===== src/rtl/gate_actuator_driver.sv =====
// Barrier motor sequencer: turns single-cycle open/close command pulses into
// level-held motor drives through OPENING, OPEN_HOLD and CLOSING phases.
// A single counter times the phases. Every output is a register loaded from
// the next-state decode, so outputs follow the state without an extra cycle
// of delay and are free of glitches.
// A closing barrier reverses on obstruct or open_req. The new opening count
// is chosen so that the remaining travel equals the closing time already
// spent.
module gate_actuator_driver #(
  parameter int unsigned CLK_FREQUENCY = 40_000_000,
  parameter int unsigned TRAVEL_TICKS  = CLK_FREQUENCY * 2,
  parameter int unsigned HOLD_TICKS    = CLK_FREQUENCY * 5,
  parameter int unsigned COUNT_W       = 28
) (
  input  logic clk,
  input  logic reset_n,
  input  logic open_req,
  input  logic close_req,
  input  logic obstruct,
  output logic motor_open,
  output logic motor_close,
  output logic gate_open,
  output logic busy,
  output logic done_pulse
);

  localparam logic [COUNT_W-1:0] TRAVEL_LAST = COUNT_W'(TRAVEL_TICKS - 1);
  localparam logic [COUNT_W-1:0] HOLD_LAST   = COUNT_W'(HOLD_TICKS - 1);
  localparam logic [COUNT_W-1:0] CNT_ONE     = COUNT_W'(1);

  // Three state bits leave spare encodings; the spare encodings fall back to CLOSED.
  typedef enum logic [2:0] {
    ST_CLOSED    = 3'd0,
    ST_OPENING   = 3'd1,
    ST_OPEN_HOLD = 3'd2,
    ST_CLOSING   = 3'd3
  } state_e;

  state_e             state_q, state_d;
  logic [COUNT_W-1:0] count_q, count_d;
  logic               done_d;
  logic               motor_open_q, motor_close_q, gate_open_q, busy_q, done_q;

  // Next-state, next-count and completion-pulse decode
  always_comb begin
    state_d = state_q;
    count_d = count_q;
    done_d  = 1'b0;
    case (state_q)
      ST_CLOSED: begin
        if (open_req) begin
          state_d = ST_OPENING;
          count_d = '0;
        end
      end
      ST_OPENING: begin
        if (count_q == TRAVEL_LAST) begin
          state_d = ST_OPEN_HOLD;
          count_d = '0;
          done_d  = 1'b1;
        end else begin
          count_d = count_q + CNT_ONE;
        end
      end
      ST_OPEN_HOLD: begin
        if (obstruct) begin
          count_d = '0;
        end else if (open_req) begin
          count_d = '0;
        end else if (close_req || (count_q == HOLD_LAST)) begin
          state_d = ST_CLOSING;
          count_d = '0;
        end else begin
          count_d = count_q + CNT_ONE;
        end
      end
      ST_CLOSING: begin
        if (obstruct || open_req) begin
          state_d = ST_OPENING;
          count_d = TRAVEL_LAST - count_q;
        end else if (count_q == TRAVEL_LAST) begin
          state_d = ST_CLOSED;
          count_d = '0;
          done_d  = 1'b1;
        end else begin
          count_d = count_q + CNT_ONE;
        end
      end
      default: begin
        state_d = ST_CLOSED;
        count_d = '0;
      end
    endcase
  end

  // State, counter and registered Moore outputs; reset drops the drives at once
  always_ff @(posedge clk or negedge reset_n) begin
    if (!reset_n) begin
      state_q       <= ST_CLOSED;
      count_q       <= '0;
      motor_open_q  <= 1'b0;
      motor_close_q <= 1'b0;
      gate_open_q   <= 1'b0;
      busy_q        <= 1'b0;
      done_q        <= 1'b0;
    end else begin
      state_q       <= state_d;
      count_q       <= count_d;
      motor_open_q  <= (state_d == ST_OPENING);
      motor_close_q <= (state_d == ST_CLOSING);
      gate_open_q   <= (state_d == ST_OPEN_HOLD);
      busy_q        <= (state_d != ST_CLOSED);
      done_q        <= done_d;
    end
  end

  assign motor_open  = motor_open_q;
  assign motor_close = motor_close_q;
  assign gate_open   = gate_open_q;
  assign busy        = busy_q;
  assign done_pulse  = done_q;

endmodule

===== config.mk =====
export PLATFORM = sky130hd
export DESIGN_NAME = gate_actuator_driver
export DESIGN_NICKNAME = d
export VERILOG_FILES = /design/src/rtl/gate_actuator_driver.sv
export SDC_FILE = /design/constraint.sdc
export NUM_CORES = 1
export LEC_CHECK = 0
export CAP_MARGIN = 25
export CORE_MARGIN = 4
export CORE_UTILIZATION = 61
export CTS_CLUSTER_DIAMETER = 30
export DETAILED_ROUTE_END_ITERATION = 10
export MAX_ROUTING_LAYER = met4
export PLACE_DENSITY_LB_ADDON = 0.25
export SLEW_MARGIN = 20
export SYNTH_ARGS = -nofsm -noshare
export SYNTH_HDL_FRONTEND = slang
export SYNTH_SLANG_ARGS = --single-unit

===== constraint.sdc =====
create_clock -name clk -period 2.4 [get_ports clk]
set_input_delay 0.6 -clock clk [delete_from_list [all_inputs] [get_ports clk]]
set_output_delay 0.6 -clock clk [all_outputs]
set_load 0.01 [all_outputs]

# Word-level counts from Yosys, hierarchy flattened
# Cells that the tools add are included.
dict set report totals {
  word_cells 40
  reg_bits 36
  out_inout_bits 5
}
dict set report op_classes {
  n_mux 18
  n_addsub 2
  eq_ne 9
  n_reduce_logical 4
}
# operator count
set op_table {}
lappend op_table {{$mux W28} 6}
lappend op_table {{$pmux W28 S4} 1}
lappend op_table {{$add A28 B1 Y28 const B} 1}
lappend op_table {{$eq A28 B27 Y1 const B} 1}
lappend op_table {{$eq A28 B28 Y1 const B} 1}
lappend op_table {{$sub A27 B28 Y28 const A} 1}
lappend op_table {{$mux W3} 7}
lappend op_table {{$eq A3 B2 Y1 const B} 4}
lappend op_table {{$pmux W3 S4} 1}
lappend op_table {{$eq A3 B1 Y1 const B} 2}
lappend op_table {{$logic_not A3 Y1} 1}
lappend op_table {{$reduce_bool A3 Y1} 1}
lappend op_table {{$logic_or A1 B1 Y1} 2}
lappend op_table {{$mux W1} 2}
lappend op_table {{$ne A2 B2 Y1 const B} 1}
lappend op_table {{$pmux W1 S2} 1}

# Longest topological paths before layout
dict set report depth {
  ltp_word 7
  depth_mapped 9
  mapped_depth_nobuf 8
}

# Least setup slack after synthesis
# No wires, ideal clock.
dict set report synth_path {
  kind {register -> register}
  from {reg count_q[0]}
  to {reg count_q[17]}
  arrival_ps 2072
  period_less_slack_ps 2199
  setup_ps 127
  n_path_buf 1
  slack_ps 201
  path_stages_with_launch 9
  cell_sequence {dfrtp_1 > ha_1 > and4_1 > nand4_2 > nor4_4 > o2bb2ai_2 > buf_6 > a222oi_1 > inv_1}
}
dict set report synth_between {
  elab_chain_cells 6
}
# item line
set synth_rtl {}
lappend synth_rtl {{start: declaration} 40} ;# logic [COUNT_W-1:0] count_q, count_d;
lappend synth_rtl {{start signal: assignment} 108} ;# count_q <= count_d;
lappend synth_rtl {{branches (longest 5 deep; another with $add A28 B1 Y28)} n/a}
lappend synth_rtl {{$pmux W28 S4 *} 49} ;# case (state_q)
# Every way passes the cells marked *.
# A chain may end at the register's enable or synchronous reset.

# Final worst setup path
dict set report layout_path {
  from {reg count_q[10]}
  to {reg count_q[26]}
}
# Same word-level chain as after synthesis.

==> results.ini <==
[status]
status = finished, final reports clean

[worst_setup_path]
critPathLaunchType = flop
critPathMaxFanout = 5
crit_required_ps = 2560
cp-end-kind = flop
critPathArrivalTime_ps = 2470
critPathKind = reg2reg

[power_and_ir_drop]
leakage_nw = 1.30
power_mw = 1.38
power.density_nw_per_um2 = 457
ir_worst_vdd_v = 0.000293

[yosys]
yosysUniqueCellTypes = 57
syn_area_um2 = 2580
ys_top_cells_by_area = dfrtp_1 35%, a21oi_1 5.2%, nor2_1 3.9%, o21ai_0 3.7%, nand2_1 3.6%
synth_top_area_cell = dfrtp_1
syn_nets = 321
postSynthAreaPerCell_um2 = 8.25
yosysWarningCount = 0
synthFlopType = dfrtp_1
synth_top_area_share_pct = 34.9
ys_ff_latch = 36
synthCells = 313
synth_edf_count = 0
async_flop_share_pct = 100
yosysSeqAreaShare_pct = 34.9

[layout]
area_growth_pct = 17.2
fin_cells = 391
layout-drive-gt1-share_pct = 17.3
fin_nets = 348
antenna_cells_inserted = 0
nFillCells = 293

[detailed_routing]
drcViolationCount = 0
wire_per_inst_um = 17.2
wl_met3_um = 493
wl_met1_mm = 3.03
num_vias = 2609
route.antenna.remaining_nets = 0
viasPerCell = 6.67
drt-initial-drc-count = 251
wl_mm = 6.74
met2_length_mm = 3.02
dr.pass1.iters = 5
highest_layer = met4

[clock_tree]
cts_buffer_depth = 2
ctsHoldBuffers = 0
clk_latency_ps = 290
cts_inserted_buffers = 5
cts_root_buffer = clkbuf_8
cts_sinks = 36
tritoncts = done
clk_pin_slew_worst_paths_ps = 70
htreeDepth = 2

[sta]
hold_viol = 0
maxSlewViolCount = 0
post-route-period-util_pct = 96.1
fin_skew_ps = 6.45
max-slew-margin-rel_pct = 44.3
fmax_mhz = 434
worst_slack_ps = 93.6
final.min_clock_period_ps = 2310
rsz0062_at_grt = false
setup_tns_ps = 0
finalSetupViolations = 0
worstMarginPinSlew_ps = 836

[placement]
gp_congestion = 0.854
portBuffers = 9
numPlacedInstances = 383
post-place-ws_ps = -86.4
post-dp-hpwl_mm = 4.73

[floorplan]
rows = 23
fp.dieH_um = 73.1
die_w_um = 73.1
dieArea_um2 = 5340
io_pins = 10
core_area_um2 = 4060
start_util_pct = 63.6

[global_route]
grt_pass1_vias = 2569
grt_max_degree = 37
antenna_found_initial = 0
grt_pass1_wl_mm = 11.8
grt_overflow = 0
grt.total_usage_pct = 28.7

[flow_run]
cap_violations = 0

[min_path]
hold_class = in2async

==> critical path, stage by stage, from the launching register on <==
cell	delay (ps)
dfrtp_1	350
inv_1	70
ha_1	250
buf_4	160
and4b_1	280
o21ai_0	130
a21oi_1	330
nor4_1	110
o311ai_0	380
o21ai_1	120
==> final cells by class <==
cell class / instances / area (um2) / share of cell area, %
timing repair buffer: 46 / 388 / 12.8
sequential: 36 / 901 / 29.8
inverter: 9 / 33.8 / 1.12
multi-input combinational: 242 / 1550 / 51.2
clock buffer: 8 / 90.1 / 2.98
tap: 50 / 62.6 / 2.07
==> metrics by stage <==
step / util [%] / instance area, um2 / hold slack (ps)
floorplan: - / 2580 / 304
global placement: 71.9 / 2920 / 493
detailed placement: 71.9 / 2920 / 517
CTS: 74.1 / 3010 / 429
global route: 74.5 / 3020 / 461
finish: 74.5 / 3020 / 405
==> cell usage in the layout (no fill, tap or decap), types with 3 or more instances in the layout <==
cell type,count
dfrtp_1,36
buf_4,35
nor2_1,27
a21oi_1,27
nand2_1,25
o21ai_0,19
nand3_1,13
a211oi_1,12
and3_1,10
inv_1,9
clkdlybuf4s50_1,8
nand4_1,7
o31ai_1,6
clkbuf_8,6
nand2b_1,5
nand4b_1,5
nor3_1,5
a31oi_1,5
a22oi_1,5
a221oi_1,5
and2_1,4
mux2i_1,4
or2_2,3
xnor2_1,3
o311ai_0,3
ha_1,3
==> sequential cells by signal, summed over array words and instances, names as in the netlist <==
register / count
count_q: 28
motor_close: 1
gate_open: 1
motor_open: 1
done_pulse: 1
state_q: 3
busy: 1
==> final timing paths <==
kind / slack (ps) / from / depth (start not counted) / end
worst max register to register: 90 / count_q[10]$_DFFE_PN0P_ / 9 / count_q[26]$_DFFE_PN0P_
worst min-delay path: 400 / reset_n / 1 / count_q[11]$_DFFE_PN0P_
worst min register to register: 530 / count_q[4]$_DFFE_PN0P_ / 1 / count_q[4]$_DFFE_PN0P_
max in group asynchronous: 1470 / reset_n / 1 / count_q[25]$_DFFE_PN0P_
worst max-delay path: 90 / count_q[10]$_DFFE_PN0P_ / 9 / count_q[26]$_DFFE_PN0P_
min in group clk: 530 / count_q[4]$_DFFE_PN0P_ / 1 / count_q[4]$_DFFE_PN0P_
==> cell usage after synthesis, types with 2 or more instances <==
cell type / n
mux2i_1: 4
a32oi_1: 2
nand2b_1: 5
buf_2: 7
o21ai_0: 19
o211a_1: 2
o31ai_1: 6
nand3b_1: 2
nand4b_1: 5
nand4_1: 7
nand3_1: 13
xnor2_1: 3
nor2b_1: 2
and4_1: 3
a22oi_1: 5
a221o_1: 2
or2_2: 3
clkbuf_1: 17
and3b_1: 2
or4_1: 3
a221oi_1: 5
xor2_1: 2
and2_1: 4
or3_1: 2
nor2_1: 27
a211oi_1: 12
buf_6: 2
and3_1: 10
nand2_1: 25
nor3_1: 5
a31oi_1: 6
dfrtp_1: 36
nor4_1: 3
a21oi_1: 27
ha_1: 3
inv_1: 9
o311ai_0: 3
==> kinds of logic (layout without fill, tap and decap cells) <==
| kind of cell | after synthesis | count (layout) | share of synthesized area, % |
|---|---|---|---|
| AOI/OAI and AO/OA | 100 | 100 | 25.8 |
| DFF | 36 | 36 | 34.9 |
| buffers and inverters | 35 | 63 | 6.01 |
| xor gates and xnor gates | 5 | 5 | 1.70 |
| muxes | 4 | 4 | 1.55 |
| other | 1 | 1 | 0.145 |
| and+or+nand+nor | 129 | 129 | 28.4 |
| adders and majority gates | 3 | 3 | 1.45 |
==> repair_timing <==
action | CTS | global route
gates resized for setup | 0 | 4
setup buffers | 0 | 0
endpoints found under the setup margin | 0 | 3
==> where the power goes <==
part	internal [mW]	switching (mW)	leakage, nW	total [mW]
Combinational	0.109	0.134	0.758	0.242
Sequential	0.645	0.0389	0.492	0.683
Clock	0.234	0.221	0.0455	0.455
Total	0.988	0.394	1.30	1.38
==> metal layers <==
layer	track usage, %	vias to the layer above
met5	-	-
met4	14.3	0
met3	6.06	22
met2	41.1	106
met1	38.2	1252
li1	-	1229
Power figures use the tool's default switching activity.
